--- config.mk ---
export PLATFORM = sky130hd
export DESIGN_NAME = dram_port_ctrl
export DESIGN_NICKNAME = d
export VERILOG_FILES = /design/src/rtl/dram_port_ctrl.sv
export SDC_FILE = /design/constraint.sdc
export NUM_CORES = 1
export LEC_CHECK = 0
export ABC_AREA = 1
export BUFFER_PORTS_ARGS = -buffer_cell sky130_fd_sc_hd__buf_2
export CAP_MARGIN = 30
export CORE_UTILIZATION = 50
export DETAILED_ROUTE_END_ITERATION = 12
export GPL_TIMING_DRIVEN = 1
export MAX_ROUTING_LAYER = met4
export PLACE_DENSITY = 0.7
export SYNTH_ARGS = -nofsm -noshare
export SYNTH_HDL_FRONTEND = slang
export SYNTH_SLANG_ARGS = --single-unit
--- constraint.sdc ---
create_clock -name clk -period 6.34 [get_ports clk]
set_input_delay 0.317 -clock clk [delete_from_list [all_inputs] [get_ports clk]]
set_output_delay 0.317 -clock clk [all_outputs]
set_load 0.05 [all_outputs]
--- src/rtl/dram_port_ctrl.sv ---
// Per-core DRAM port sequencer: buffers load/store requests in a small FIFO and
// drives them onto one registered-read DRAM port, returning load data as a pulse.
//
// state   | meaning
// IDLE    | waiting for a buffered request; pops the head when one exists
// ISSUE   | port driven for one cycle; DRAM samples it at the closing edge
// CAPTURE | load only: DRAM read data is valid, latched into resp_rdata
module dram_port_ctrl #(
  parameter int DEPTH     = 4,
  parameter int MEM_WORDS = 1025
) (
  input  logic        clk,
  input  logic        rst_n,
  input  logic        req_valid,
  output logic        req_ready,
  input  logic        req_we,
  input  logic [15:0] req_addr,
  input  logic [15:0] req_wdata,
  output logic        resp_valid,
  output logic [15:0] resp_rdata,
  output logic        err,
  output logic        busy,
  output logic        mem_write_en,
  output logic [15:0] mem_addr,
  output logic [15:0] mem_data_in,
  input  logic [15:0] mem_data_out
);

  localparam int PW = $clog2(DEPTH);
  localparam logic [PW:0] FULL  = (PW+1)'(DEPTH);
  localparam logic [16:0] LIMIT = 17'(MEM_WORDS);

  localparam logic [1:0] S_IDLE    = 2'd0;
  localparam logic [1:0] S_ISSUE   = 2'd1;
  localparam logic [1:0] S_CAPTURE = 2'd2;

  logic [15:0]      fifo_addr [DEPTH];
  logic [15:0]      fifo_data [DEPTH];
  logic [DEPTH-1:0] fifo_we;
  logic [PW-1:0]    wr_ptr;
  logic [PW-1:0]    rd_ptr;
  logic [PW:0]      count;
  logic [1:0]       state;

  logic in_range;
  logic accept;
  logic push;
  logic pop;

  assign in_range  = {1'b0, req_addr} < LIMIT;
  assign req_ready = (count != FULL);
  assign accept    = req_valid && req_ready;
  assign push      = accept && in_range;
  assign pop       = (state == S_IDLE) && (count != '0);
  assign busy      = (count != '0) || (state != S_IDLE);

  // Storage needs no reset: the count alone decides what is valid.
  always_ff @(posedge clk) begin
    if (push) begin
      fifo_addr[wr_ptr] <= req_addr;
      fifo_data[wr_ptr] <= req_wdata;
      fifo_we[wr_ptr]   <= req_we;
    end
  end

  always_ff @(posedge clk) begin
    if (!rst_n) begin
      wr_ptr <= '0;
      rd_ptr <= '0;
      count  <= '0;
    end else begin
      if (push) wr_ptr <= wr_ptr + PW'(1);
      if (pop)  rd_ptr <= rd_ptr + PW'(1);
      case ({push, pop})
        2'b10:   count <= count + (PW+1)'(1);
        2'b01:   count <= count - (PW+1)'(1);
        default: count <= count;
      endcase
    end
  end

  always_ff @(posedge clk) begin
    if (!rst_n) begin
      state        <= S_IDLE;
      mem_write_en <= 1'b0;
      mem_addr     <= '0;
      mem_data_in  <= '0;
      resp_valid   <= 1'b0;
      resp_rdata   <= '0;
      err          <= 1'b0;
    end else begin
      err        <= accept && !in_range;
      resp_valid <= 1'b0;
      case (state)
        S_IDLE: begin
          if (pop) begin
            mem_addr     <= fifo_addr[rd_ptr];
            mem_data_in  <= fifo_data[rd_ptr];
            mem_write_en <= fifo_we[rd_ptr];
            state        <= S_ISSUE;
          end
        end
        S_ISSUE: begin
          // mem_write_en still carries the request type during ISSUE
          mem_write_en <= 1'b0;
          state        <= mem_write_en ? S_IDLE : S_CAPTURE;
        end
        S_CAPTURE: begin
          resp_rdata <= mem_data_out;
          resp_valid <= 1'b1;
          state      <= S_IDLE;
        end
        default: state <= S_IDLE;
      endcase
    end
  end

endmodule

==> impl_metrics.yaml <==
synthesis:
  syn-num-nets: 686
  synth_cell_types: 28
  ys_seq_area_share_pct: 71.3
  yosysTopAreaCell: "edfxtp_1"
  ys_ff_latch: 192
  netlist_area_sq_um: 7240
  synthCells: 628
  netlist.area_leader.share_pct: 54.7
  synth_area_leaders: "edfxtp_1 (55%), dfxtp_1 (17%), nor2_1 (9.4%)"
  yosysWarnings: 0
  synth_edf_count: 132
  post_synth.cell_area_avg_sq_um: 11.5
  async_reset_ff_share_pct: 0
  synthFlopType: "edfxtp_1"
critical_path:
  start_kind: "register"
  critical_path_class: "reg2reg"
  critPathArrivalTime_ps: 2860
  cp.required_ps: 6710
  worst_setup_path_end_kind: "register"
  path_max_fanout: 67
global_route:
  grt_max_degree: 69
  busiest_layer: "met2"
  track_usage_pct: 21.9
  grt_pass1_vias: 4569
  grt_antenna_before_repair: 0
  grt-ovfl-total: 0
  grt_util_met1_pct: 27.7
  grt_pass1_wl_mm: 23.4
  met2_usage_pct: 33.8
  gr-usage-met3_pct: 5.90
timing:
  rsz0062_at_grt: "no"
  report.final.setup_viol: 0
  clock.fmax_mhz: 402
  final_hold_viol_count: 0
  setup_slack_ps: 3850
  fin_setup_tns_ps: 0
  tightestPinTransition_ps: 1020
  fin_crit_sh_pct: 39.2
  slew_violations: 0
  min_period_ps: 2490
  skew_ps: 11.6
  slew_headroom_pct: 31.8
placement:
  dpl_cell_area_sq_um: 7900
  dp_hpwl_mm: 8.74
  io_buffers: 104
  pre_cts_slack_ps: 3820
  gp_congestion: 0.726
pwr:
  combPwrFrac_pct: 29.1
  p_per_area_nw_per_um2: 431
  seqPwrFrac_pct: 40.6
  p_sw_mw: 1.31
  power_frac_clock_pct: 30.4
  peakVddDrop_mv: 0.289
  power_mw: 3.69
  p_leak_nw: 3.27
  cell_internal_pwr_mw: 2.38
  swShare_pct: 35.4
status:
  status: "complete, no violations"
cts:
  cts_made_buffers: 17
  cts_hold_buffers: 0
  cts_tree: "done"
  root_buffer: "clkbuf_16"
  path_clk_slew_ps: 70
  cts_resized: 0
  htree_levels: 4
  clk_latency_ps: 440
  cts_setup_buffers: 0
  cts_buffer_depth: 2
  cts_sinks: 192
detailed_routing:
  wirelength_mm: 14.9
  drt_pass1_iterations: 4
  vias_per_cell: 5.30
  wire_per_inst_um: 16.2
  ant_nets: 0
  vias: 4850
  drc_errors: 0
  drt_iter0_markers: 385
layout:
  final_cell_area_sq_um: 8560
  utilization_pct: 61.2
  drive_gt1_share_pct: 21.5
  syn_to_final_growth_pct: 18.2
  layout.nets: 780
  diodes: 0
floorplanning:
  die_w_um: 122
  die_height_um: 122
  rows: 43
  dieArea_sq_um: 15000
  start_util_pct: 51.8
  core_area_sq_um: 14000
  pin_count: 105
min_path:
  hold_path.class: "in2reg"
run:
  cap_violations: 0
[synth_stat cells (2+ instances only)]
cell type and number:
a21oi_1 7, a31oi_1 32, buf_1 3, buf_2 13, buf_4 7, buf_6 5
clkbuf_1 9, dfxtp_1 60, edfxtp_1 132, ha_1 5, inv_1 17, inv_2 3
nand2_1 20, nand3_1 3, nand4_1 2, nor2_1 182, nor2_4 2, o21ai_0 104
o21ai_1 13
[flip-flops by register name, indices dropped and copies added, names as in the netlist]
register and cells:
err 1, fifo_data 64, mem_write_en 1, count 3, mem_addr 16, state 2
rd_ptr 2, mem_data_in 16, resp_valid 1, fifo_addr 64, fifo_we 4, resp_rdata 16
wr_ptr 2
[cells by family (layout without fill, tap and decap cells)]
group | count (synthesis) | in the layout | share of synthesized area, %
and+or+nand+nor | 213 | 213 | 11.5
DFF | 192 | 192 | 71.3
AOI/OAI and AO/OA | 159 | 159 | 11.9
buffers and inverters | 58 | 165 | 4.11
adders and majority gates | 6 | 6 | 1.14
[metrics by stage]
| step | instances | hold slack (ps) |
|---|---|---|
| after CTS | 914 | 81.6 |
| after global routing | 915 | 82.7 |
| after global placement | 878 | 451 |
| after detailed placement | 882 | 464 |
| final | 915 | 98.3 |
| after floorplan | 628 | 416 |
[layout by cell type (no fill, tap or decap), types with 6 or more instances in the layout]
master     instances
buf_2            104
nor2_4             6
a31oi_1           32
dfxtp_1           59
o21ai_1           13
a21oi_1            7
nand2_1           20
clkbuf_16         17
o21ai_0          104
inv_1             17
nor2_1           178
edfxtp_1         132
[layer usage]
metal	part of all wire (%)	routed length [um]
met2	49	7250
met1	43	6340
met4	1.7	250
met3	6.9	1030
met5	0	0
[critical path: stages (launching register included)]
cell      delay (ps)
dfxtp_1          350
nor2_2           150
a21boi_4         190
buf_4            530
ha_1             260
inv_1             70
fa_1             390
nor2_1           120
nor2_1            50
nand2_1           70
o21ai_0           70
a21oi_1          160
[final timing paths]
check | start | endpoint | slack (ps) | cells past startpoint
worst max register to register | state[0]$_SDFFE_PN0P_ | count[2]$_SDFFE_PN0P_ | 3850 | 11
worst max-delay path | state[0]$_SDFFE_PN0P_ | count[2]$_SDFFE_PN0P_ | 3850 | 11
worst min-delay path | req_we | fifo_we[1]$_DFFE_PP_ | 100 | 1
worst min register to register | mem_write_en$_SDFFE_PN0P_ | state[1]$_SDFFE_PN0P_ | 490 | 1
[power by group through the flow]
| stage | Sequential, mW | Combinational, mW | Clock, mW |
|---|---|---|---|
| 5_1_grt | 1.51 | 1.18 | 1.19 |
| 2_1_floorplan | 1.82 | 0.567 | 0 |
| 6_report | 1.50 | 1.07 | 1.12 |
| 3_3_place_gp | 1.52 | 1.05 | 0 |
| 4_1_cts | 1.50 | 1.08 | 1.14 |
| 3_5_place_dp | 1.52 | 1.07 | 0 |
[final cells by class]
class,count,area (sq um)
tap,180,225
clock inverter,10,146
multi-input combinational,378,1810
timing repair buffer,112,643
clock buffer,22,494
sequential,192,5170
fill,1108,5430
inverter,21,78.8
Note: power is estimated with default switching activity, not from simulation.
